$ cat config.mk
export PLATFORM = sky130hd
export DESIGN_NAME = fixnfloat_arbiter
export DESIGN_NICKNAME = d
export VERILOG_FILES = /design/src/rtl/fixnfloat_pkg.sv /design/src/rtl/fixnfloat_tag_pipe.sv /design/src/rtl/fixnfloat_arbiter.sv
export SDC_FILE = /design/constraint.sdc
export NUM_CORES = 1
export LEC_CHECK = 0
export ABC_AREA = 1
export BUFFER_PORTS_ARGS = -buffer_cell sky130_fd_sc_hd__buf_2
export CAP_MARGIN = 20
export CORE_MARGIN = 5
export CORE_UTILIZATION = 40
export CTS_CLUSTER_DIAMETER = 60
export DETAILED_ROUTE_END_ITERATION = 8
export HOLD_SLACK_MARGIN = 0.06
export PLACE_DENSITY = 0.7
export SLEW_MARGIN = 25
export SYNTH_ARGS = -nofsm -noshare
export SYNTH_HDL_FRONTEND = slang
export SYNTH_SLANG_ARGS = --single-unit
$ cat constraint.sdc
create_clock -name clk -period 15.4 [get_ports clk]
set_input_delay 3.08 -clock clk [delete_from_list [all_inputs] [get_ports clk]]
set_output_delay 3.08 -clock clk [all_outputs]
set_load 0.005 [all_outputs]
$ cat src/rtl/fixnfloat_pkg.sv
// fixnfloat_pkg: shared widths, opcodes and tag types for the converter arbiter
package fixnfloat_pkg;
    localparam int DATA_W = 32;
    localparam int POS_W  = 5;
    localparam logic OPC_FIX2FLT = 1'b0;
    localparam logic OPC_FLT2FIX = 1'b1;
    typedef logic req_id_t;
    typedef struct packed {
        logic    valid;
        req_id_t id;
    } tag_t;
endpackage

$ cat src/rtl/fixnfloat_tag_pipe.sv
// fixnfloat_tag_pipe: {valid,id} delay line matching the converter latency
module fixnfloat_tag_pipe
    import fixnfloat_pkg::*;
#(
    parameter int DEPTH = 1
) (
    input  logic clk,
    input  logic rst,
    input  tag_t tag_in,
    output tag_t tag_out,
    output logic any_valid
);
    generate
        if (DEPTH == 0) begin : g_pass
            assign tag_out   = tag_in;
            assign any_valid = 1'b0;
        end else begin : g_shift
            tag_t stage [DEPTH];
            // shift one stage per cycle; idle cycles push bubbles through
            always_ff @(posedge clk or posedge rst)
                if (rst)
                    for (int i = 0; i < DEPTH; i++) stage[i] <= '0;
                else begin
                    stage[0] <= tag_in;
                    for (int i = 1; i < DEPTH; i++) stage[i] <= stage[i-1];
                end
            // any stage holding a live tag means work in flight
            always_comb begin
                any_valid = 1'b0;
                for (int i = 0; i < DEPTH; i++) any_valid = any_valid | stage[i].valid;
            end
            assign tag_out = stage[DEPTH-1];
        end
    endgenerate
endmodule

$ cat src/rtl/fixnfloat_arbiter.sv
// fixnfloat_arbiter: round-robin sharing of one fixnfloat converter between two requesters
module fixnfloat_arbiter
    import fixnfloat_pkg::*;
#(
    parameter int CONV_LATENCY = 1
) (
    input  logic              clk,
    input  logic              rst,
    input  logic              req0_valid,
    output logic              req0_ready,
    input  logic [DATA_W-1:0] req0_number,
    input  logic [POS_W-1:0]  req0_fixpointpos,
    input  logic              req0_opcode,
    input  logic              req1_valid,
    output logic              req1_ready,
    input  logic [DATA_W-1:0] req1_number,
    input  logic [POS_W-1:0]  req1_fixpointpos,
    input  logic              req1_opcode,
    output logic              rsp0_valid,
    output logic [DATA_W-1:0] rsp0_result,
    output logic              rsp1_valid,
    output logic [DATA_W-1:0] rsp1_result,
    output logic [DATA_W-1:0] conv_targetnumber,
    output logic [POS_W-1:0]  conv_fixpointpos,
    output logic              conv_opcode,
    input  logic [DATA_W-1:0] conv_result,
    output logic              busy
);
    req_id_t last;
    logic    g0, g1, xfer, pipe_busy;
    tag_t    iss_tag, conv_tag;

    // when both ask, the requester not served last wins; nothing granted in reset
    always_comb begin
        g0 = !rst && req0_valid && (!req1_valid || last);
        g1 = !rst && req1_valid && (!req0_valid || !last);
        xfer = g0 || g1;
    end

    assign req0_ready = g0;
    assign req1_ready = g1;

    // last-granted pointer; reset value makes req0 win the first contention
    always_ff @(posedge clk or posedge rst)
        if (rst)
            last <= 1'b1;
        else if (xfer)
            last <= g1;

    // register the winning operand onto the converter and launch its tag
    always_ff @(posedge clk or posedge rst)
        if (rst) begin
            conv_targetnumber <= '0;
            conv_fixpointpos  <= '0;
            conv_opcode       <= 1'b0;
            iss_tag           <= '0;
        end else begin
            iss_tag <= '{valid: xfer, id: g1};
            if (xfer) begin
                conv_targetnumber <= g1 ? req1_number      : req0_number;
                conv_fixpointpos  <= g1 ? req1_fixpointpos : req0_fixpointpos;
                conv_opcode       <= g1 ? req1_opcode      : req0_opcode;
            end
        end

    fixnfloat_tag_pipe #(.DEPTH(CONV_LATENCY)) u_tag_pipe (
        .clk       (clk),
        .rst       (rst),
        .tag_in    (iss_tag),
        .tag_out   (conv_tag),
        .any_valid (pipe_busy)
    );

    // steer the converter result to its owner as a one-cycle pulse
    always_ff @(posedge clk or posedge rst)
        if (rst) begin
            rsp0_valid  <= 1'b0;
            rsp1_valid  <= 1'b0;
            rsp0_result <= '0;
            rsp1_result <= '0;
        end else begin
            rsp0_valid <= conv_tag.valid && !conv_tag.id;
            rsp1_valid <= conv_tag.valid && conv_tag.id;
            if (conv_tag.valid && !conv_tag.id) rsp0_result <= conv_result;
            if (conv_tag.valid && conv_tag.id)  rsp1_result <= conv_result;
        end

    assign busy = iss_tag.valid || pipe_busy;
endmodule

==> run_results.csv <==
group,metric,value,unit
sta,timing.max_slew.rel_slack,50.21,%
final_layout,drive_gt1_share,32.62,%
clocking,clockRootBuffer,"sky130_fd_sc_hd__clkbuf_16",
clocking,hold_buffers,0,
worst_setup_path,crit_path_cell_trace,"buf_2 > inv_4 > nand2_1 > a21oi_1 > buf_2",
worst_setup_path,r2r_start,"last",
drt,routed_wirelength,12490,um
place,place.port_buffers,218,
synth,proportion_of_synthesized_chip_area_in_sequential_cells,56.37,%
synth,synth_cell_type_count,17,
drt,drcViolationCount,0,
worst_setup_path,r2r_setup_slack,13.65,ns
min_path,hold_path_depth,0,
floorplanning,die-width,120.0,um
clocking,resize_count_post_cts,0,
place,dp_hpwl,9153,um
synth,yosysMostFrequentCell,"sky130_fd_sc_hd__nand2_1",
worst_setup_path,worstSetupPathType,"in -> out",
floorplanning,floorplan.initialDensity,40.47,%
drt,antenna_left,0,
synth,yosys-top-cells-area,"sky130_fd_sc_hd__dfrtp_1, sky130_fd_sc_hd__nand2_1, sky130_fd_sc_hd__inv_1",
grt,grt_max_degree,66,
clocking,tritoncts.num_buffers,9,
sta,finalClockSkew,0.009678,ns
sta,finalSetupViolCount,0,
sta,slew_of_the_pin_with_the_lowest_slew_margin,0.7468,ns
worst_setup_path,timing.critical_path.from,"rst",
worst_setup_path,setup.worst_path.end_class,"primary output",
drt,route.detailed.wl_per_inst,13.28,um
grt,first_pass_grt_wire_length,20890,um
sta,timing.final.hold_violations,0,
grt,globalRoute.totalOverflow,0,
pwr,ir_worst_vdd,0.00004912,V
sta,min_period_over_period,46.72,%
floorplanning,fp.dieH,120.0,um
synth,postSynthRegisterBits,109,
floorplanning,fp.coreArea,11960,um^2
worst_setup_path,number_of_buffer_and_inverter_stages_on_the_critical_path,3,
worst_setup_path,worstSetupStartpointType,"primary input",
drt,via_per_inst,4.539,
worst_setup_path,r2r_end,"conv_fixpointpos[4]",
final_layout,nNetsFinal,901,
worst_setup_path,worstPathRequired,12.32,ns
worst_setup_path,timing.critical_path.max_delay_family,"buffers and inverters",
sta,finalWorstPathRequiredPeriod,7.194,ns
sta,timing.final.max_slew_violations,0,
drt,num_vias,4271,
clocking,cts.repair_timing.setup_buffer_count,0,
synth,netlist.top_cell.by_area,"sky130_fd_sc_hd__dfrtp_1",
drt,dr.first_iter.drc_count,292,
grt,global_route.usage.total,17.82,%
synth,synthesis.area_per_instance,8.247,um^2
clocking,path_clk_slew,0.07,ns
grt,grt_pass1_vias,4330,
worst_setup_path,worst-path-stages,5,
floorplanning,io-pin-count,219,
worst_setup_path,crit_path_max_fanout,52,
sta,hold-worst-slack,0.3803,ns
floorplanning,core.rowCount,40,
synth,netlist.area_leader.share,55.83,%
final_layout,antennaDiodeCount,0,
worst_setup_path,slowest_delay,0.46,ns
pwr,leakagePower,3.830,nW
synth,synth.yosys.warnings,0,
worst_setup_path,worst_path_max_delay_cell,"sky130_fd_sc_hd__inv_4",
floorplanning,dieArea,14400,um^2
drt,drt_pass1_iterations,4,
final_layout,areaGrowthSynthToFinish,29.98,%
sta,rsz0062_at_grt,"false",
clocking,tritoncts,"built",
pwr,powerDensity,121.3,nW/um^2
synth,post_synthesis_net_count,699,
clocking,clkLatencyLatePin,0.34,ns
run_status,outcome,"finished clean",
worst_setup_path,worstPathArrival,4.11,ns
min_path,end_point_of_the_worst_hold_path,"u_tag_pipe.any_valid",
worst_setup_path,critPathMostFrequentCell,"sky130_fd_sc_hd__buf_2",
synth,syn_area,4841,um^2
grt,antenna_found_initial,0,
flow_run,cap_violations,0,
worst_setup_path,worstRegToRegCells,7,
synth,async_reset_ff_share,100.0,%
min_path,worst_hold_startpoint,"iss_tag[1]",
min_path,hold_class,"reg -> reg",
synth,synth_flop_cell,"sky130_fd_sc_hd__dfrtp_1",
sta,setup_total_negative_slack,0,ns
synth,postSynthCellCount,587,
clocking,cts_num_sinks,109,
synth,synth_edf_count,0,
clocking,clock_tree.buffer_depth,2,
place,place_congestion,0.7807,
sta,timing.fmax,0.1390,GHz
clocking,htreeDepth,3,
synth,synth.cells.most_frequent,"sky130_fd_sc_hd__nand2_1, sky130_fd_sc_hd__inv_1, sky130_fd_sc_hd__dfrtp_1",
[report_power, final]
part / switching, mW / internal, mW / total [mW]
clock network: 0.105 / 0.145 / 0.250
registers: 0.0264 / 0.335 / 0.361
logic: 0.0823 / 0.0695 / 0.152
total: 0.214 / 0.549 / 0.763
[worst reg2reg max path, cell delays in order, from the launching register on]
cell and delay (ns):
sky130_fd_sc_hd__dfstp_2 0.54, sky130_fd_sc_hd__nand2_1 0.05, sky130_fd_sc_hd__buf_4 0.25, sky130_fd_sc_hd__nand3_1 0.14, sky130_fd_sc_hd__buf_4 0.38, sky130_fd_sc_hd__nand2_1 0.14
sky130_fd_sc_hd__nand3_1 0.09, sky130_fd_sc_hd__nand2_1 0.05
[layer usage]
| metal | track usage, % | routed length, um | vias to the layer above |
|---|---|---|---|
| met5 | 0 | 0 | - |
| met4 | 5.154 | 197 | 0 |
| met3 | 6.268 | 1354 | 11 |
| met2 | 27.43 | 5531 | 187 |
| met1 | 23.80 | 5411 | 1897 |
| li1 | - | - | 2176 |
[state kept, by name (all words and copies together) (netlist names)]
signal and count:
conv_fixpointpos 5, conv_opcode 1, conv_targetnumber 32, iss_tag 2
last 1, rsp0_result 32, rsp0_valid 1, rsp1_result 32
rsp1_valid 1, u_tag_pipe.any_valid 1, u_tag_pipe.tag_out 1
[kinds of logic (layout without fill, tap and decap cells)]
family          count (synthesis)  after routing  synth area share (%)
compound gates                 67             67                 7.780
buf+inv                       150            357                 13.47
flops                         109            109                 56.37
simple gates                  261            261                 22.38
[metrics by stage]
stage	total power, mW	instances	setup WS (ns)	instance area (um^2)	utilization [%]
final	0.7632	941	8.206	6292	52.60
after global routing	0.8134	941	7.958	6292	52.60
after CTS	0.7735	941	8.115	6287	52.56
after detailed placement	0.5210	925	8.112	5957	49.80
after global placement	0.5176	925	8.137	5957	49.80
after floorplan	0.4395	587	6.208	4841	-
[cell type report]
cell class | count | area, um^2
clock buffers | 9 | 225.2
repair buffers | 225 | 1144
inverters | 116 | 437.9
multi-input cells | 328 | 1468
well taps | 147 | 183.9
flip-flops and latches | 109 | 2729
fillers | 1164 | 5669
clock inverters | 7 | 105.1
[worst max path at each step]
| stage | to | slack (ns) |
|---|---|---|
| final | req0_ready | 8.21 |
| after global routing | req0_ready | 7.96 |
| after CTS | req0_ready | 8.11 |
| after detailed placement | req0_ready | 8.11 |
| after global placement | req0_ready | 8.14 |
| after floorplan | req1_ready | 6.21 |
[cell usage in the layout, fill, tap and decap left out, types with 2 or more instances in the layout]
master,Yosys,routed
sky130_fd_sc_hd__buf_2,17,218
sky130_fd_sc_hd__buf_4,2,7
sky130_fd_sc_hd__bufinv_16,0,2
sky130_fd_sc_hd__clkbuf_16,0,9
sky130_fd_sc_hd__clkinv_4,0,2
sky130_fd_sc_hd__dfrtp_1,108,108
sky130_fd_sc_hd__inv_1,115,114
sky130_fd_sc_hd__nand2_1,181,180
sky130_fd_sc_hd__nand3_1,77,77
sky130_fd_sc_hd__o21ai_0,32,32
sky130_fd_sc_hd__o21ai_1,23,23
sky130_fd_sc_hd__o21ai_2,11,11
sky130_fd_sc_hd__or2_2,1,2
Power figures use the tool's default switching activity.
